$ cat config.mk
export PLATFORM = sky130hd
export DESIGN_NAME = gate_unit_arbiter
export DESIGN_NICKNAME = d
export VERILOG_FILES = /design/src/rtl/gate_arb_pkg.sv /design/src/rtl/logic_gate_unit.sv /design/src/rtl/gate_unit_arbiter.sv
export SDC_FILE = /design/constraint.sdc
export NUM_CORES = 1
export LEC_CHECK = 0
export ABC_AREA = 1
export ABC_CLOCK_PERIOD_IN_PS = 5000
export BUFFER_PORTS_ARGS = -buffer_cell sky130_fd_sc_hd__buf_4
export CAP_MARGIN = 20
export CORE_UTILIZATION = 50
export DETAILED_ROUTE_END_ITERATION = 10
export HOLD_SLACK_MARGIN = 0.15
export PLACE_DENSITY = 0.79
export SLEW_MARGIN = 10
export SYNTH_ARGS = -nofsm -noshare
export SYNTH_HDL_FRONTEND = slang
export SYNTH_SLANG_ARGS = --single-unit
export TNS_END_PERCENT = 100
$ cat constraint.sdc
create_clock -name clk -period 5 [get_ports clk]
set_input_delay 0.75 -clock clk [delete_from_list [all_inputs] [get_ports clk]]
set_output_delay 0.75 -clock clk [all_outputs]
set_load 0.005 [all_outputs]
$ cat src/rtl/gate_arb_pkg.sv
// Shared types and constants for the gate_unit_arbiter block.
// Optional per-requester op counters are enabled with GATE_ARB_STATS_EN.
package gate_arb_pkg;

   localparam int unsigned STAT_W = 16;

   typedef enum logic [1:0] {
      OP_AND  = 2'b00,
      OP_OR   = 2'b01,
      OP_XOR  = 2'b10,
      OP_NAND = 2'b11
   } gate_op_t;

   typedef enum logic [1:0] {
      IDLE = 2'b00,
      EXEC = 2'b01,
      DONE = 2'b10
   } arb_state_t;

endpackage

$ cat src/rtl/logic_gate_unit.sv
// Shared combinational bitwise gate datapath: AND / OR / XOR / NAND over W bits.
module logic_gate_unit
   import gate_arb_pkg::*;
#(
   parameter int unsigned W = 8
) (
   input  logic [W-1:0] a,
   input  logic [W-1:0] b,
   input  gate_op_t     op,
   output logic [W-1:0] y
);

   always_comb begin
      y = '0;
      case (op)
         OP_AND:  y = a & b;
         OP_OR:   y = a | b;
         OP_XOR:  y = a ^ b;
         OP_NAND: y = ~(a & b);
         default: y = '0;
      endcase
   end

endmodule

$ cat src/rtl/gate_unit_arbiter.sv
// Round-robin arbiter sharing one logic_gate_unit among N requesters.
// Define GATE_ARB_STATS_EN to add per-requester completed-op counters (op_count).
module gate_unit_arbiter
   import gate_arb_pkg::*;
#(
   parameter int unsigned N   = 4,
   parameter int unsigned W   = 8,
   parameter int unsigned IDW = 2
) (
   input  logic             clk,
   input  logic             rst_n,
   input  logic [N-1:0]     req,
   input  logic [2*N-1:0]   op,
   input  logic [W*N-1:0]   a,
   input  logic [W*N-1:0]   b,
   output logic [N-1:0]     gnt,
   output logic             res_valid,
   input  logic             res_ready,
   output logic [W-1:0]     res,
   output logic [IDW-1:0]   res_id
`ifdef GATE_ARB_STATS_EN
   ,
   output logic [N*STAT_W-1:0] op_count
`endif
);

   localparam int unsigned IDW1 = IDW + 1;
   localparam logic [IDW:0] N_W  = IDW1'(N);

   arb_state_t       state;
   arb_state_t       state_d;
   logic [IDW-1:0]   rr_ptr;
   logic [N-1:0]     rot_req;
   logic             found;
   logic [IDW-1:0]   sel_off;
   logic [IDW:0]     sel_sum;
   logic [IDW-1:0]   sel;
   logic [IDW:0]     ptr_sum;
   logic [IDW-1:0]   ptr_nxt;
   logic [1:0]       op_sel;
   logic [W-1:0]     a_sel;
   logic [W-1:0]     b_sel;
   gate_op_t         op_q;
   logic [W-1:0]     a_q;
   logic [W-1:0]     b_q;
   logic [IDW-1:0]   id_q;
   logic [W-1:0]     y;
   logic             grant_c;
   logic             exec_c;
   logic             accept_c;

   // Rotate requests so bit 0 is the requester at rr_ptr, then take the lowest set bit.
   assign rot_req = N'({req, req} >> rr_ptr);

   always_comb begin
      found   = 1'b0;
      sel_off = '0;
      for (int unsigned i = 0; i < N; i++) begin
         if (!found && rot_req[i]) begin
            found   = 1'b1;
            sel_off = IDW'(i);
         end
      end
   end

   // Map the rotated offset back to a requester index; wraps at N, not 2^IDW.
   always_comb begin
      sel_sum = {1'b0, rr_ptr} + {1'b0, sel_off};
      sel     = (sel_sum >= N_W) ? IDW'(sel_sum - N_W) : IDW'(sel_sum);
      ptr_sum = {1'b0, sel} + IDW1'(1);
      ptr_nxt = (ptr_sum >= N_W) ? '0 : IDW'(ptr_sum);
   end

   // Operand mux for the selected requester.
   always_comb begin
      op_sel = '0;
      a_sel  = '0;
      b_sel  = '0;
      for (int unsigned i = 0; i < N; i++) begin
         if (sel == IDW'(i)) begin
            op_sel = op[2*i +: 2];
            a_sel  = a[W*i +: W];
            b_sel  = b[W*i +: W];
         end
      end
   end

   always_ff @(posedge clk or negedge rst_n) begin
      if (!rst_n) state <= IDLE;
      else        state <= state_d;
   end

   // Next state and control strobes; gnt is held low while reset is asserted.
   always_comb begin
      state_d  = state;
      gnt      = '0;
      grant_c  = 1'b0;
      exec_c   = 1'b0;
      accept_c = 1'b0;
      case (state)
         IDLE: begin
            if (found && rst_n) begin
               gnt     = N'(1) << sel;
               grant_c = 1'b1;
               state_d = EXEC;
            end
         end
         EXEC: begin
            exec_c  = 1'b1;
            state_d = DONE;
         end
         DONE: begin
            if (res_valid && res_ready) begin
               accept_c = 1'b1;
               state_d  = IDLE;
            end
         end
         default: state_d = IDLE;
      endcase
   end

   // Operand capture, result register and round-robin pointer.
   always_ff @(posedge clk or negedge rst_n) begin
      if (!rst_n) begin
         rr_ptr    <= '0;
         op_q      <= OP_AND;
         a_q       <= '0;
         b_q       <= '0;
         id_q      <= '0;
         res       <= '0;
         res_id    <= '0;
         res_valid <= 1'b0;
      end else begin
         if (grant_c) begin
            op_q   <= gate_op_t'(op_sel);
            a_q    <= a_sel;
            b_q    <= b_sel;
            id_q   <= sel;
            rr_ptr <= ptr_nxt;
         end
         if (exec_c) begin
            res       <= y;
            res_id    <= id_q;
            res_valid <= 1'b1;
         end
         if (accept_c) begin
            res_valid <= 1'b0;
         end
      end
   end

   logic_gate_unit #(.W(W)) u_gate (
      .a  (a_q),
      .b  (b_q),
      .op (op_q),
      .y  (y)
   );

`ifdef GATE_ARB_STATS_EN
   // Completed-handshake counters per requester, wrapping at 2^STAT_W.
   always_ff @(posedge clk or negedge rst_n) begin
      if (!rst_n) begin
         op_count <= '0;
      end else if (accept_c) begin
         for (int unsigned i = 0; i < N; i++) begin
            if (res_id == IDW'(i)) begin
               op_count[STAT_W*i +: STAT_W] <= op_count[STAT_W*i +: STAT_W] + STAT_W'(1);
            end
         end
      end
   end
`endif

endmodule
==> run metrics <==
routed vias/inst around 5.2; nets 522; CP max stage delay around 580 ps; Core Region between 4000 and 5000 um^2; Sequential cell area around 880 um^2; mapped cell area roughly 2600 um^2; Yosys reg bits 35; Crit path required time ~4300 ps; antenna viol nets, final 0; Layout Skew about 3.5 ps; Root Buffer clkbuf_8; final worst setup slack about 1100 ps; leading cell type by number of instances after synthesis nand2_1; sequential fraction of the synthesis area about a third; diode count 0; layout cell share with drive strength beyond 1 29.1%; synth top area cells dfrtp_1 34%, nand2_1 12%, ha_1 10%; Crit Path Category flop to primary output; commonest cells in the netlist 84 x nand2_1, 45 x a21oi_1, 35 x dfrtp_1; dpl hpwl about 5.0 mm; worst-path cell with the longest stage delay ha_1; CTS tree done; final WL about 6.4 mm; IO buf count a little over 90; Post-CTS Setup Repair Bufs 0; post-synthesis area per instance between 7 and 8 um^2; Mapped Cells 332; Setup WS pre-CTS between 1000 and 1500 ps; max-cap violation count 0; fillers 427; vias in the first global route 2246; DR iter-0 viols about 120; Layout area overhead 32.8%; HP Class input pin to async pin; CTS Buf Count 5; status complete, no violations; Final Critical Period between 3000 and 4000 ps; Reg clk slew, reported paths approximately 70 ps; met3 Use GR 6.17%; total placed cells including tap cells roughly 480; initial core utilization between 50% and 60%; Worst Hold Margin 404 ps; Syn Nets 432; # setup viols final 0; DIE HEIGHT approximately 73 um; Chip Width between 70 and 80 um; Die Area 5400 um^2; Worst-Margin Slew slightly below 700 ps; Clock Latency Late Sink 290 ps; Placer Congestion roughly 0.90; CP bufs+invs 4; average wire per standard cell roughly 13 um; non-filler cells, final 490; Synth top area share between 30% and 40%; Fmax roughly 250 MHz; CTS H-Tree Depth 2; Final period util about 79%; Post-synth EDFFs 0; startpoint types flop; post-synthesis cell type count 24; Main synth FF type dfrtp_1; Max transition margin around 55%; drt pass-1 iters 5; CP Cell Sequence inv_2 -> nand2_1 -> nand3_1 -> nand2_1 -> nand3_1 -> a21boi_0 -> ha_1 -> xor2_1 -> nand2_1 -> nand2_1 -> ha_1 -> clkinv_1 -> buf_4 -> nor2_1 -> buf_4; Crit. End Element primary output; Cell Pwr Density 800 nW/um^2; worst vdd ir roughly 0.00058 V; row count 25; CTS resizes 0; CP arrival approximately 3200 ps; routed vias between 2000 and 3000; unrepaired setup endpoints after global routing false; Total Negative Setup Slacks 0 ps; total grt overflow 0; grt peak-use layer met2; fin. max-slew vios 0; met1 usage about a third; FFs w/ async S/R, synth 100%; synth warn 0; total track usage between 20% and 30%; Final Hold Fails 0; most frequent CP cell nand2_1; DRC viols 0; Clock Sinks 35; largest net degree at the start of global routing 45; Worst Path Max Fanout 19; Top-Level Pins between 90 and 100; cell taking the most area after synthesis dfrtp_1; Leak Pwr 1.73 nW; CTS Hold Bufs 0; Max Root-Sink Buffers 2; total power draw 2.72 mW; first-pass GRT wire length between 10 and 15 mm; critical path's top delay family adder cells; antenna violations before repair 0; area of the multi-input gates around 1500 um^2; M2 GR Usage ~39%
## power by group
part           total [mW]  switching [mW]  internal [mW]
registers           0.512          0.0997          0.412
clock network       0.265           0.104          0.161
logic                1.94            1.16          0.781
## final timing paths
check / startpoint / endpoint / slack (ps) / cells past startpoint
worst max-delay path: rr_ptr[0] / gnt[2] / 1060 / 15
worst min-delay path: rst_n / a_q[5] / 400 / 1
worst max register to register: rr_ptr[0] / a_q[5] / 1580 / 18
worst min register to register: res_id[0] / res_id[0] / 470 / 2
max in group asynchronous: rst_n / a_q[3] / 4280 / 1
min in group clk: res_id[0] / res_id[0] / 470 / 2
## sequential cells by signal, summed over array words and instances, names as in the netlist
name and flops:
state 2, res_id 2, id_q 2, a_q 8
op_q 2, res 8, res_valid 1, b_q 8
rr_ptr 2
## final cells by class
type | count | area share, %
clock buffers | 6 | 2.43
well taps | 67 | 2.47
repair buffers | 97 | 21.5
flip-flops and latches | 35 | 25.8
multi-input cells | 251 | 43.3
clock inverters | 2 | 1.03
inverters | 32 | 3.54
## through the flow
| stage | utilization [%] | instance area (um^2) |
|---|---|---|
| finish | 70.4 | 3390 |
| global route | 70.4 | 3390 |
| CTS | 70.4 | 3390 |
| detailed placement | 68.0 | 3280 |
| global placement | 68.0 | 3280 |
| floorplan | - | 2550 |
## layer usage
layer / part of all wire (%) / up-vias
met5: 0 / -
met4: 2.0 / 0
met3: 6.8 / 14
met2: 45 / 112
met1: 46 / 1137
li1: - / 1280
## cells in the final DEF (no fill, tap or decap)
| cell | Yosys | final |
|---|---|---|
| o21bai_4 | 1 | 1 |
| clkinv_1 | 1 | 1 |
| nand2_1 | 84 | 84 |
| a21boi_0 | 1 | 1 |
| nor2_1 | 27 | 27 |
| o21ai_2 | 12 | 12 |
| a21oi_1 | 45 | 45 |
| xor2_1 | 1 | 1 |
| nand2_2 | 2 | 2 |
| bufinv_16 | 0 | 1 |
| nor2_2 | 1 | 1 |
| inv_2 | 1 | 1 |
| ha_1 | 21 | 21 |
| nor3_1 | 1 | 1 |
| dfrtp_1 | 35 | 35 |
| o21bai_1 | 1 | 1 |
| or2_2 | 1 | 1 |
| mux2i_1 | 18 | 18 |
| nand3_1 | 10 | 10 |
| buf_4 | 0 | 97 |
| inv_1 | 30 | 30 |
| clkinv_2 | 0 | 1 |
| o21ai_0 | 17 | 17 |
| o221ai_1 | 8 | 8 |
| clkbuf_8 | 0 | 6 |
## cell families (layout without fill, tap and decap cells)
kind of cell / after synthesis / in the layout / synth area share (%)
and+or+nand+nor: 126 / 126 / 19.4
muxes: 18 / 18 / 7.05
buffers and inverters: 46 / 137 / 8.28
adders and majority gates: 21 / 21 / 10.3
AOI/OAI and AO/OA: 85 / 85 / 20.3
xor gates and xnor gates: 1 / 1 / 0.343
DFF: 35 / 35 / 34.3
Power figures use the tool's default switching activity.
